==> config.mk <==
export PLATFORM = sky130hd
export DESIGN_NAME = data_mem_ctrl
export DESIGN_NICKNAME = d
export VERILOG_FILES = /design/src/rtl/data_mem_ctrl.sv
export SDC_FILE = /design/constraint.sdc
export NUM_CORES = 1
export LEC_CHECK = 0
export ABC_AREA = 1
export CORE_AREA = 2 2 155 112
export CTS_CLUSTER_DIAMETER = 200
export DETAILED_ROUTE_END_ITERATION = 6
export DIE_AREA = 0 0 157 114
export SETUP_SLACK_MARGIN = 0.2
export SLEW_MARGIN = 30
export SYNTH_ARGS = -nofsm -noshare
export SYNTH_HDL_FRONTEND = slang
export SYNTH_SLANG_ARGS = --single-unit
==> constraint.sdc <==
create_clock -name clock -period 1.29 [get_ports clock]
set_input_delay 0.129 -clock clock [delete_from_list [all_inputs] [get_ports clock]]
set_output_delay 0.129 -clock clock [all_outputs]
set_load 0.005 [all_outputs]
==> src/rtl/data_mem_ctrl.sv <==
// MEM-stage data memory controller: aligns/replicates stores, extracts and extends loads,
// and stalls the pipeline through an IDLE -> BUSY -> DONE handshake with the memory.
module data_mem_ctrl #(
    parameter int ADDR_WIDTH = 30
) (
    input  logic                  clock,
    input  logic                  reset,
    input  logic                  MemRead,
    input  logic                  MemWrite,
    input  logic                  MemByte,
    input  logic                  MemHalf,
    input  logic                  MemSignExt,
    input  logic [31:0]           Address,
    input  logic [31:0]           WriteData,
    output logic [31:0]           ReadData,
    output logic                  M_Stall,
    output logic                  Unaligned,
    output logic [ADDR_WIDTH-1:0] DataMem_Addr,
    output logic                  DataMem_Read,
    output logic [3:0]            DataMem_WE,
    output logic [31:0]           DataMem_Out,
    input  logic [31:0]           DataMem_In,
    input  logic                  DataMem_Ack
);

    typedef enum logic [1:0] {StIdle, StBusy, StDone} state_t;

    state_t      state;
    logic        acc_byte;
    logic        acc_half;
    logic        acc_sext;
    logic [1:0]  acc_off;

    logic        is_byte;
    logic        is_half;
    logic        is_word;
    logic        req;
    logic        misaligned;
    logic        issue;
    logic [3:0]  we_nxt;
    logic [31:0] out_nxt;
    logic [7:0]  load_byte;
    logic [15:0] load_half;
    logic [31:0] load_val;

    // Byte wins when both size flags are set.
    assign is_byte    = MemByte;
    assign is_half    = MemHalf & ~MemByte;
    assign is_word    = ~MemByte & ~MemHalf;
    assign req        = MemRead | MemWrite;
    assign misaligned = (is_half & Address[0]) | (is_word & (Address[1:0] != 2'b00));
    assign issue      = (state == StIdle) & req & ~misaligned;

    assign M_Stall   = ~reset & (issue | (state == StBusy));
    assign Unaligned = ~reset & (state == StIdle) & req & misaligned;

    // Big-endian lanes: offset 0 is bits 31:24.
    always_comb begin
        we_nxt  = 4'b1111;
        out_nxt = WriteData;
        if (is_byte) begin
            out_nxt = {4{WriteData[7:0]}};
            unique case (Address[1:0])
                2'b00:   we_nxt = 4'b1000;
                2'b01:   we_nxt = 4'b0100;
                2'b10:   we_nxt = 4'b0010;
                default: we_nxt = 4'b0001;
            endcase
        end else if (is_half) begin
            out_nxt = {2{WriteData[15:0]}};
            we_nxt  = Address[1] ? 4'b0011 : 4'b1100;
        end
    end

    always_comb begin
        load_byte = 8'h00;
        unique case (acc_off)
            2'b00:   load_byte = DataMem_In[31:24];
            2'b01:   load_byte = DataMem_In[23:16];
            2'b10:   load_byte = DataMem_In[15:8];
            default: load_byte = DataMem_In[7:0];
        endcase
        load_half = acc_off[1] ? DataMem_In[15:0] : DataMem_In[31:16];
        if (acc_byte) begin
            load_val = {{24{acc_sext & load_byte[7]}}, load_byte};
        end else if (acc_half) begin
            load_val = {{16{acc_sext & load_half[15]}}, load_half};
        end else begin
            load_val = DataMem_In;
        end
    end

    always_ff @(posedge clock) begin
        if (reset) begin
            state        <= StIdle;
            ReadData     <= 32'h0;
            DataMem_Addr <= '0;
            DataMem_Read <= 1'b0;
            DataMem_WE   <= 4'b0000;
            DataMem_Out  <= 32'h0;
            acc_byte     <= 1'b0;
            acc_half     <= 1'b0;
            acc_sext     <= 1'b0;
            acc_off      <= 2'b00;
        end else begin
            unique case (state)
                StIdle: begin
                    if (issue) begin
                        DataMem_Addr <= Address[ADDR_WIDTH+1:2];
                        DataMem_Read <= MemRead;
                        // A simultaneous read and write performs only the read.
                        DataMem_WE   <= MemRead ? 4'b0000 : we_nxt;
                        DataMem_Out  <= out_nxt;
                        acc_byte     <= is_byte;
                        acc_half     <= is_half;
                        acc_sext     <= MemSignExt;
                        acc_off      <= Address[1:0];
                        state        <= StBusy;
                    end
                end
                StBusy: begin
                    if (DataMem_Ack) begin
                        if (DataMem_Read) begin
                            ReadData <= load_val;
                        end
                        DataMem_Read <= 1'b0;
                        DataMem_WE   <= 4'b0000;
                        state        <= StDone;
                    end
                end
                StDone: begin
                    state <= StIdle;
                end
                default: begin
                    state <= StIdle;
                end
            endcase
        end
    end

endmodule

Word-level counts from Yosys, hierarchy flattened
Cells that the tools add are included.
{"block": "word_totals", "output_inout_bits": 101, "register_bits": 106}
{"block": "op_classes", "n_reduce_logical": 9, "n_bitwise": 19, "muxes": 20, "eq_ne": 7}
{"operator": "$mux 32", "count": 4}
{"operator": "$mux 4", "count": 6}
{"operator": "$pmux 8 s3", "count": 1}
{"operator": "$mux 16", "count": 1}
{"operator": "$and 1x1->1", "count": 12}
{"operator": "$pmux 4 s3", "count": 1}
{"operator": "$pmux 4 s2", "count": 1}
{"operator": "$eq 2x1->1 const B", "count": 3}
{"operator": "$logic_not 2->1", "count": 3}
{"operator": "$reduce_and 3->1", "count": 2}
{"operator": "$eq 2x2->1 const B", "count": 2}
{"operator": "$mux 2", "count": 2}
{"operator": "$ne 2x2->1 const B", "count": 2}
{"operator": "$not 1->1", "count": 4}
{"operator": "$pmux 2 s2", "count": 1}
{"operator": "$reduce_and 2->1", "count": 2}
{"operator": "$reduce_bool 2->1", "count": 2}
{"operator": "$or 1x1->1", "count": 3}
{"operator": "$mux 1", "count": 2}
{"operator": "$pmux 1 s2", "count": 1}

Logic depth before layout (Yosys ltp)
Gate-level depths: netlist of the first run.
{"block": "depth", "ltp_word": 8, "mapped_depth": 9, "depth_no_buf": 9}

Worst setup path after synthesis of the first run
No wires, ideal clock.
{"block": "synth_path", "path_kind": "register -> register", "from": "register acc_off[1]", "to": "register ReadData[26]", "synth_period_minus_slack_ps": 1243, "setup_slack_ps": 47, "arrival_ps": 1134, "path_stages_with_launch": 9, "path_cell_list": "dfxtp_1 nand2_1 nand3_1 nand2_2 nand3_4 buf_6 nand3_1 nand2_1 inv_1"}
{"block": "synth_via", "elab_chain_cells": 4, "elab_cells_between_ends": 9, "cone_classes": "2 x eq/ne; 4 x mux; 2 x bitwise; 1 x reduce/logical"}
{"item": "start: declaration", "line_no": "32", "text": "logic [1:0] acc_off;"}
{"item": "start signal: assignment", "line_no": "117", "text": "acc_off <= Address[1:0];"}
{"item": "$eq 2x2->1, or another cell as far along", "line_no": "77", "text": "unique case (acc_off)"}
{"item": "$pmux 8 s3 or $and 1x1->1 (tied branches)", "line_no": "77, 87"}
{"item": "$and 1x1->1 or $mux 32 (tied branches)", "line_no": "85, 86"}
{"item": "$mux 32 (*)", "line_no": "84", "text": "if (acc_byte) begin"}
{"item": "end signal: assignment", "line_no": "124", "text": "ReadData <= load_val;"}
{"item": "end: declaration", "line_no": "15", "text": "output logic [31:0] ReadData,"}
Every way passes the cells marked *; elsewhere a longest branch is shown, timed or not.
A chain may end at the register's enable or synchronous reset.

Worst setup path in the final report of the first run
{"block": "layout_path", "from": "register state[0]", "to": "output M_Stall"}
{"block": "layout_via", "elab_chain_cells": 5, "elab_cells_between_ends": 6, "cone_classes": "1 x eq/ne; 4 x bitwise; 1 x reduce/logical"}
{"item": "start: declaration", "line_no": "28", "text": "state_t state;"}
{"item": "start signal: assignment", "line_no": "95", "text": "state <= StIdle;"}
{"item": "start signal: assignment", "line_no": "118", "text": "state <= StBusy;"}
{"item": "start signal: assignment", "line_no": "128", "text": "state <= StDone;"}
{"item": "$logic_not 2->1", "line_no": "52", "text": "assign issue = (state == StIdle) & req & ~misaligned;"}
{"item": "$and 1x1->1 (2 in series)", "line_no": "52"}
{"item": "$or 1x1->1 (*)", "line_no": "54", "text": "assign M_Stall = ~reset & (issue | (state == StBusy));"}
{"item": "$and 1x1->1 (*)", "line_no": "54"}
{"item": "end: declaration", "line_no": "16", "text": "output logic M_Stall,"}
Marks and branches as above.

==> results of run 1 <==
sequential cells by signal, indices dropped and copies added, names as in the netlist:
register,count
acc_off,2
acc_half,1
DataMem_Out,32
DataMem_WE,4
acc_sext,1
DataMem_Read,1
acc_byte,1
ReadData,32
state,2
DataMem_Addr,30
kinds of logic after synthesis:
kind of cell	after synthesis	synth area share
buffers and inverters	103	0.0917
AO/OA/AOI/OAI	158	0.168
AND/OR/NAND/NOR	388	0.314
flip-flops	106	0.424
multiplexers	1	0.00200
metrics by stage:
stage,util,std cells
global route,0.527,1253
CTS,0.515,1246
global placement,0.475,1216
floorplan,-,756
detailed placement,0.475,1216
finish,0.527,1253
worst max-delay path: stages (launching register included):
cell	delay (ns)
dfxtp_2	0.32
inv_2	0.06
nand2_4	0.05
nor2_4	0.09
buf_6	0.12
nand2_8	0.05
a21oi_2	0.12
buf_2	0.13
power by group through the flow:
stage               logic (W)  clock network [W]  registers [W]
floorplan            0.000978                  0        0.00381
global placement      0.00240                  0        0.00379
detailed placement    0.00240                  0        0.00380
CTS                   0.00256            0.00315        0.00373
global route          0.00297            0.00328        0.00378
finish                0.00271            0.00306        0.00375
metal layers:
metal | vias to the layer above | global-route usage
met5 | - | 0
met4 | 2 | 0.0483
met3 | 19 | 0.0604
met2 | 198 | 0.284
met1 | 2613 | 0.311
li1 | 2942 | -
worst max-delay path by stage:
stage                         endpoint  slack, ns  depth (start not counted)
after global placement       Unaligned      -0.41                          7
after CTS                      M_Stall      -0.18                          7
after global routing           M_Stall      -0.24                          7
after floorplan           ReadData[20]       0.16                          8
after detailed placement       M_Stall      -0.44                          7
final                          M_Stall      -0.15                          7
layout by cell type (no fill, tap or decap), types with 4 or more instances in the layout:
cell               n
nand2_1          171
nor2_1           162
clkdlybuf4s50_1  103
dfxtp_1           62
buf_4             60
o21ai_0           57
clkdlybuf4s15_1   48
inv_1             47
dfxtp_2           42
dlygate4sd2_1     30
a21oi_1           24
o21ai_2           24
o21ai_1           22
nand3_1           20
clkbuf_2          17
buf_12            15
nand3_2           13
clkbuf_16         11
a31oi_1           10
inv_2              8
o211ai_1           7
buf_6              7
nand2_4            6
a21boi_0           6
nand2_2            4
layout make-up:
cell class | instances | area share
well taps | 231 | 0.0331
clock buffers | 9 | 0.0258
clock inverters | 7 | 0.0113
repair buffers | 293 | 0.337
multi-input cells | 548 | 0.315
flip-flops and latches | 106 | 0.250
inverters | 59 | 0.0275
timing repair:
item | 4_1_cts | 5_1_grt
gates cloned | 6 | 3
hold buffers | 0 | 0
pin swaps | 16 | 4
buffers inserted | 8 | 4
setup endpoints to repair | 206 | 175
gates resized for setup | 257 | 106
==> reports/results.txt, run 1 <==
total core area = 16600 sq um
worst-case clock buffer depth = 2
Final GP Congestion = 0.849
TritonCTS buffer count = 9
top post-synthesis cells by count = nand2_1 (180), nor2_1 (166), dfxtp_1 (106)
Worst EP required = 1.16 ns
DRC = 0
outcome = complete, but fails checks
metal3 WL = 1420 microns
largest net degree at the start of global routing = 36
largest cells by area after synthesis = dfxtp_1 (42%), nand2_1 (13%), nor2_1 (12%)
first-pass GRT wire length = 28700 microns
Slew headroom = 0.829
net switching power = 0.00281 W
Detailed Routing Iterations Pass 1 = 4
Fmax achieved = 693 MHz
setup total negative slack = -4.87 ns
Place WS = -0.442 ns
fin crit share = 1.12
Hold Slack = 0.363 ns
crit path kind = reg2out
RSZ-0062 raised after global routing = yes
Final Setup Violations = 91
clk_skew = 0.00885 ns
DP Wirelength = 13100 microns
Pleak = 4.11 nW
layout cells sized above 1 = 0.245
data arrival time of the critical path = 1.31 ns
wire length on met2 = 7610 microns
H-tree Lvls = 3
GRT Overall Usage = 0.206
Avg Cell Area, Syn = 6.62 sq um
Hold Vio Cnt, Final = 0
Die X = 157 microns
syn nets = 860
post-synthesis cell type count = 28
Initial DRC Count = 354
Comb pwr share = 0.285
Yosys top cell area share = 0.424
Reg2Reg Setup Slack = -0.11 ns
sequential cell area = 2180 sq um
worst slew pin tran = 0.255 ns
Post-Syn Area = 5010 sq um
critical path endpoint category = output port
filler instances = 1629
final wirelength = 18800 microns
Hold Crit Class = in2reg
Die Y = 114 microns
Layout Nets = 1121
Clock transition at path regs = 0.08 ns
hold worst-path end = DataMem_Addr[13]
DRT antenna net count = 0
die area = 17900 sq um
biggest area consumer among synthesized cells = dfxtp_1
critical path launch point type = register
ys flop type = dfxtp_1
hold_sp = Address[15]
grt ovf = 0
Sequential Power Share = 0.393
Clock Latency Late Sink = 0.36 ns
cell area after layout = 8730 sq um
M1 WL = 9580 microns
area grow syn2layout = 74.3%
CTS tree = yes
WL per Instance = 15.0 microns
initial antenna violation count = 1
DR top layer = met5
FP Rows = 40
clock power share = 0.322
Int Pwr = 0.00671 W
Inserted Diodes = 0
synthesis warning total = 0
max cap viols = 0
Pwr Total = 0.00953 W
final setup margin = -0.153 ns
vias in the first global route = 5226
Tmin final = 1.44 ns
vias per inst = 4.61
EDFF count, synth = 0
most instantiated library cell after synthesis = nand2_1
r2r worst-path depth = 9
WHS Path Cells = 3
power density cells = 1090 nW/um^2
post-synthesis sequential area ratio = 0.424
worst r2r src = state[0]
Ports = 205
critical path fanouts, max = 5
ys async rst share = 0
IO Port Bufs = 204
worst vdd ir = 0.623 mV
Max Slew Vio Count = 0
Mapped Cells = 756
CP startpoint = state[0]
multi-input logic area = 2750 sq um
root buffer cell = clkbuf_16
r2r endpoint = DataMem_Out[27]
Yosys reg bits = 106
failing checks = negative setup slack
DP Area = 7860 sq um
Sw Ratio = 0.295
Num Clock Sinks = 106
DR vias = 5774
initial core utilization = 0.302
Power figures use the tool's default switching activity.
==> run 2, diff against run 1 <==
--- a/config.mk
+++ b/config.mk
@@ -7,6 +7,7 @@
 export LEC_CHECK = 0
 export ABC_AREA = 1
 export CORE_AREA = 2 2 155 112
+export CTS_BUF_LIST = sky130_fd_sc_hd__clkbuf_4
 export CTS_CLUSTER_DIAMETER = 200
 export DETAILED_ROUTE_END_ITERATION = 6
 export DIE_AREA = 0 0 157 114
==> run 2 against run 1 <==
The run still ends with negative setup slack left; wire length up 4.1%; critical path type is now reg2reg; fmax down 11%; count of clock-buffer cells in the layout unchanged; non-clock buffer count up 23; critical endpoint is now DataMem_Addr[17]; global-route usage down 0.14 points; largest power group unchanged; cell count up 1.9%; utilization up 2.7 points; sequential share of layout area down 0.35 points.
==> reports/results.txt, run 2 (synthesis results as in run 1) <==
outcome = complete, but fails checks
failing checks = negative setup slack
power density cells = 990 nW/um^2 (-9.3%)
initial core utilization = 0.302 (unchanged)
max cap viols = 0 (unchanged)
critical path launch point type = register
Detailed Routing Iterations Pass 1 = 4 (unchanged)
worst-case clock buffer depth = 2 (unchanged)
TritonCTS buffer count = 9 (unchanged)
Slew headroom = 0.779 (-0.0495)
Fmax achieved = 616 MHz (-11%)
Ports = 205 (unchanged)
Die X = 157 microns (unchanged)
most common cell after layout, fill and taps aside = nand2_1
critical path endpoint category = register
IO Port Bufs = 204 (unchanged)
fin crit share = 1.26 (+0.139)
final setup margin = -0.332 ns (-0.179 ns)
WL per Instance = 15.3 microns (+2.2%)
FP Rows = 40 (unchanged)
Clock transition at path regs = 0.17 ns (+0.09 ns)
CP startpoint = state[0]
crit path kind = reg2reg
layout cells sized above 1 = 0.440 (+0.196)
data arrival time of the critical path = 2.02 ns (+0.71 ns)
DRC = 0 (unchanged)
Place WS = -0.442 ns (unchanged)
vias in the first global route = 5166 (-1.1%)
Max Slew Vio Count = 0 (unchanged)
sequential cell area = 2260 sq um (+3.7%)
Hold Crit Class = in2reg
worst vdd ir = 0.467 mV (-25%)
most frequent cells in the layout = nand2_1 (168), nor2_1 (133), clkdlybuf4s50_1 (103)
first-pass GRT wire length = 28500 microns (-0.79%)
setup total negative slack = -18.35 ns (-13.48 ns)
CTS tree = yes
Clock Latency Late Sink = 0.49 ns (+0.13 ns)
final wirelength = 19600 microns (+4.1%)
Die Y = 114 microns (unchanged)
Pleak = 4.29 nW (+4.4%)
biggest regs = DataMem_Out x32, ReadData x32, DataMem_Addr x30
vias per inst = 4.64 (+0.74%)
Layout Nets = 1144 (+2.1%)
worst r2r src = state[0]
critical path fanouts, max = 6 (+1)
Hold Vio Cnt, Final = 0 (unchanged)
filler instances = 1574 (-3.4%)
multi-input logic area = 2930 sq um (+6.5%)
RSZ-0062 raised after global routing = yes
DRT antenna net count = 0 (unchanged)
worst slew pin tran = 0.329 ns (+0.0737 ns)
Num Clock Sinks = 106 (unchanged)
clk_skew = 0.0209 ns (+0.0120 ns)
DR vias = 5928 (+2.7%)
DP Wirelength = 13100 microns (unchanged)
root buffer cell = clkbuf_4
GRT Overall Usage = 0.205 (-0.00136)
hold_sp = Address[11]
Tmin final = 1.62 ns (+0.179 ns)
Initial DRC Count = 396 (+12%)
total core area = 16600 sq um (unchanged)
die area = 17900 sq um (unchanged)
grt ovf = 0 (unchanged)
Final GP Congestion = 0.849 (unchanged)
Final Setup Violations = 98 (+7.7%)
initial antenna violation count = 2 (+1)
area grow syn2layout = 83.3%
H-tree Lvls = 3 (unchanged)
largest net degree at the start of global routing = 36 (unchanged)
Worst EP required = 1.69 ns (+0.53 ns)
## run 2: through the flow
step,instances,util,total power (W),instance area [sq um],hold slack (ns)
after floorplan,756,-,0.00479,5110,0.252
after global placement,1216,0.475,0.00619,7860,0.449
after detailed placement,1216,0.475,0.00620,7860,0.457
after CTS,1250,0.499,0.00849,8270,0.165
after global routing,1277,0.554,0.00960,9180,0.177
final,1277,0.554,0.00909,9180,0.221
## run 2: final timing paths
path                      end  slack [ns]  depth (start not counted)
max          DataMem_Addr[17]       -0.33                         13
min           DataMem_Addr[9]        0.22                          3
max reg2reg  DataMem_Addr[17]       -0.33                         13
min reg2reg   DataMem_Addr[7]        0.47                          2
## run 2: power breakdown
part | internal (W) | switching [W] | total (W)
clock network | 0.000800 | 0.00121 | 0.00201
registers | 0.00361 | 0.000222 | 0.00383
logic | 0.00177 | 0.00147 | 0.00324
## run 2: repair_timing
| item | CTS | global route |
|---|---|---|
| resized for setup | 610 | 186 |
| pin swaps | 17 | 30 |
| gates cloned | 6 | 7 |
| endpoints found under the setup margin | 206 | 206 |
| setup buffers | 12 | 19 |
| hold buffers | 0 | 0 |
## run 2: routing by layer
layer / global-route usage / share of wire
met1: 0.313 / 0.50
met2: 0.279 / 0.41
met3: 0.0612 / 0.075
met4: 0.0428 / 0.0084
met5: 0 / 0.00056
## run 2: final cells by class
class,instances,share of cell area
Tap cell,231,0.0315
Timing Repair Buffer,316,0.358
Sequential cell,106,0.246
Antenna cell,1,0.000273
Inverter,59,0.0267
Clock inverter,7,0.0108
Multi-Input combinational cell,548,0.319
Clock buffer,9,0.00736
## run 2: critical path, cell delays in order, from the launching register on
cell and delay (ns):
dfxtp_2 0.36, inv_2 0.04, nand2_4 0.07, nor2_4 0.04, buf_6 0.12, nand2_4 0.05, buf_4 0.11, buf_8 0.12
clkinv_8 0.08, buf_12 0.15, buf_12 0.13, clkbuf_16 0.15, nor2_2 0.07, nor2_1 0.04
==> run 3, diff against run 2 <==
--- a/config.mk
+++ b/config.mk
@@ -6,12 +6,16 @@
 export NUM_CORES = 1
 export LEC_CHECK = 0
 export ABC_AREA = 1
-export CORE_AREA = 2 2 155 112
+export CELL_PAD_IN_SITES_DETAIL_PLACEMENT = 1
+export CELL_PAD_IN_SITES_GLOBAL_PLACEMENT = 1
+export CORE_AREA = 2 2 166 119
 export CTS_BUF_LIST = sky130_fd_sc_hd__clkbuf_4
 export CTS_CLUSTER_DIAMETER = 200
 export DETAILED_ROUTE_END_ITERATION = 6
-export DIE_AREA = 0 0 157 114
+export DIE_AREA = 0 0 168 121
+export PLACE_DENSITY_LB_ADDON = 0.1
 export SETUP_SLACK_MARGIN = 0.2
+export SKIP_CTS_REPAIR_TIMING = 1
 export SLEW_MARGIN = 30
 export SYNTH_ARGS = -nofsm -noshare
 export SYNTH_HDL_FRONTEND = slang
==> run 3 against run 2 <==
Wire length is 13% higher; critical path type is now reg2out; the flow still finishes with violations (negative setup slack); largest cell class unchanged; die area rose by 14%; sequential power barely moved; count of clock-buffer cells in the layout is the same; clock power decreased by 11%; global-route usage fell by 1.3 points; sequential cell count stayed put.
==> reports/results.txt, run 3 (synthesis results as in run 1) <==
critical path launch point type = register
Num Clock Sinks = 106 (unchanged)
M1 WL = 11300 microns (+14%)
Max Slew Vio Count = 0 (unchanged)
most common cell after layout, fill and taps aside = nand2_1
final setup margin = -0.262 ns (+0.0702 ns)
Final GP Congestion = 0.814 (-4.1%)
net switching power = 0.00296 W (+2.0%)
clk_skew = 0.0224 ns (+0.00148 ns)
Die X = 168 microns (+7.0%)
H-tree Lvls = 3 (unchanged)
Clock transition at path regs = 0.19 ns (+0.02 ns)
wire length on met2 = 8910 microns (+10%)
worst vdd ir = 0.459 mV (-1.8%)
DRC = 0 (unchanged)
WL per Instance = 17.6 microns (+15%)
r2r endpoint = DataMem_Addr[14]
metal3 WL = 1750 microns (+18%)
TritonCTS buffer count = 9 (unchanged)
CP max-delay cell = dfxtp_2
GRT Overall Usage = 0.192 (-0.0127)
Final Setup Violations = 98 (unchanged)
first-pass GRT wire length = 30400 microns (+6.6%)
Initial DRC Count = 267 (-33%)
Layout Nets = 1112 (-2.8%)
Int Pwr = 0.00560 W (-9.4%)
failing checks = negative setup slack
crit path kind = reg2out
cell area after layout = 8610 sq um (-6.2%)
largest net degree at the start of global routing = 58 (+61%)
RSZ-0062 raised after global routing = yes
sequential cell area = 2250 sq um (-0.33%)
die area = 20300 sq um (+14%)
Die Y = 121 microns (+6.1%)
outcome = complete, but fails checks
Ports = 205 (unchanged)
vias per inst = 4.58 (-1.4%)
Slew headroom = 0.765 (-0.0136)
number of cells on the critical path = 6 (-7)
Hold Slack = 0.199 ns (-0.0216 ns)
root buffer cell = clkbuf_4
vias in the first global route = 5513 (+6.7%)
Fmax achieved = 644 MHz (+4.5%)
DP Wirelength = 14600 microns (+12%)
IO Port Bufs = 204 (unchanged)
Sequential Power Share = 0.446 (+0.024)
multi-input logic area = 2750 sq um (-6.1%)
critical path fanouts, max = 3 (-3)
DR vias = 5753 (-3.0%)
CP startpoint = state[0]
final wirelength = 22100 microns (+13%)
Crit path max-delay family = flip-flops
Clock Latency Late Sink = 0.50 ns (about the same)
Sw Ratio = 0.346 (+0.0263)
filler instances = 2281 (+45%)
data arrival time of the critical path = 1.42 ns (-0.60 ns)
Tmin final = 1.55 ns (-0.0702 ns)
CP Capture Point = M_Stall
crit path cell chain = inv_2 > nand2_2 > nor2_4 > nand2_4 > a21oi_2 > buf_2
worst-case clock buffer depth = 2 (unchanged)
CP peak stage delay = 0.37 ns (about the same)
grt ovf = 0 (unchanged)
Detailed Routing Iterations Pass 1 = 4 (unchanged)
Worst EP required = 1.16 ns (-0.53 ns)
most frequent cells in the layout = nand2_1 (171), nor2_1 (159), dfxtp_2 (103), clkdlybuf4s50_1 (103), buf_6 (56)
clock power share = 0.209 (-0.012)
FP Rows = 42 (+5.0%)
DP Area = 7650 sq um (-2.6%)
layout cells sized above 1 = 0.376 (-0.0641)
DRT antenna net count = 0 (unchanged)
Reg2Reg Setup Slack = -0.25 ns (+0.08 ns)
initial antenna violation count = 2 (unchanged)
worst path bufs/invs = 2 (-6)
Pleak = 4.02 nW (-6.1%)
area grow syn2layout = 71.9%
total core area = 18700 sq um (+13%)
DR top layer = met4
power density cells = 995 nW/um^2 (+0.51%)
biggest regs = DataMem_Out x32, ReadData x32, DataMem_Addr x30
Comb pwr share = 0.345 (-0.012)
max cap viols = 0 (unchanged)
CTS tree = yes
worst r2r src = state[0]
worst slew pin tran = 0.348 ns (+0.0197 ns)
critical path endpoint category = output port
Hold Vio Cnt, Final = 0 (unchanged)
initial core utilization = 0.268 (-0.0339)
Hold Crit Class = in2reg
r2r worst-path depth = 11 (-2)
fin crit share = 1.20 (-0.0544)
[run 3: changes by cell type in the layout (fill, tap and decap cells not counted), moves of 9 or more]
cell / delta
o21ai_0: +16
buf_2: -35
buf_4: -22
nor2_1: +26
clkbuf_2: +49
buf_6: -20
nor2_2: -21
a21oi_1: +9
o21ai_2: -10
[run 3: worst min-delay path by stage]
stage	from	end	cells after the start
2_1_floorplan	DataMem_Ack	state[1]	2
3_3_place_gp	DataMem_Out[15]	DataMem_Out[15]	2
3_5_place_dp	DataMem_Out[29]	DataMem_Out[29]	2
4_1_cts	Address[19]	DataMem_Addr[17]	3
5_1_grt	Address[28]	DataMem_Addr[26]	3
6_report	Address[20]	DataMem_Addr[18]	3
[run 3: routing by layer]
| layer | track usage | vias up |
|---|---|---|
| met2 | 0.268 | 139 |
| met5 | 0 | - |
| met3 | 0.0688 | 13 |
| met1 | 0.280 | 2684 |
| met4 | 0.0391 | 0 |
| li1 | - | 2917 |
[run 3: area by class of cell]
class,instances,share of cell area
timing repair buffer,284,0.336
timing repair inverter,1,0.00189
clock buffer,9,0.00785
sequential,106,0.262
inverter,59,0.0288
antenna,2,0.000582
multi-input combinational,547,0.320
clock inverter,7,0.00829
tap,242,0.0352
[run 3: worst min-delay path: stages]
cell and delay [ns]:
clkdlybuf4s50_1 0.40, o21ai_1 0.12, nor2_1 0.04
[run 3: power groups by stage]
stage / sequential, W / combinational (W) / clock (W)
4_1_cts: 0.00373 / 0.00239 / 0.00186
3_5_place_dp: 0.00380 / 0.00237 / 0
6_report: 0.00382 / 0.00295 / 0.00179
3_3_place_gp: 0.00379 / 0.00236 / 0
5_1_grt: 0.00386 / 0.00322 / 0.00201
2_1_floorplan: 0.00381 / 0.000978 / 0
[run 3: per-stage QoR]
stage               setup WS (ns)  instances  TNS [ns]  total power (W)   util
floorplan                   0.163        756         0          0.00479      -
global placement           -0.382       1206    -28.31          0.00616  0.410
detailed placement         -0.442       1206    -31.57          0.00617  0.410
CTS                        -0.719       1222    -31.79          0.00798  0.418
global route               -0.379       1256    -19.94          0.00908  0.461
finish                     -0.262       1257    -11.57          0.00857  0.461
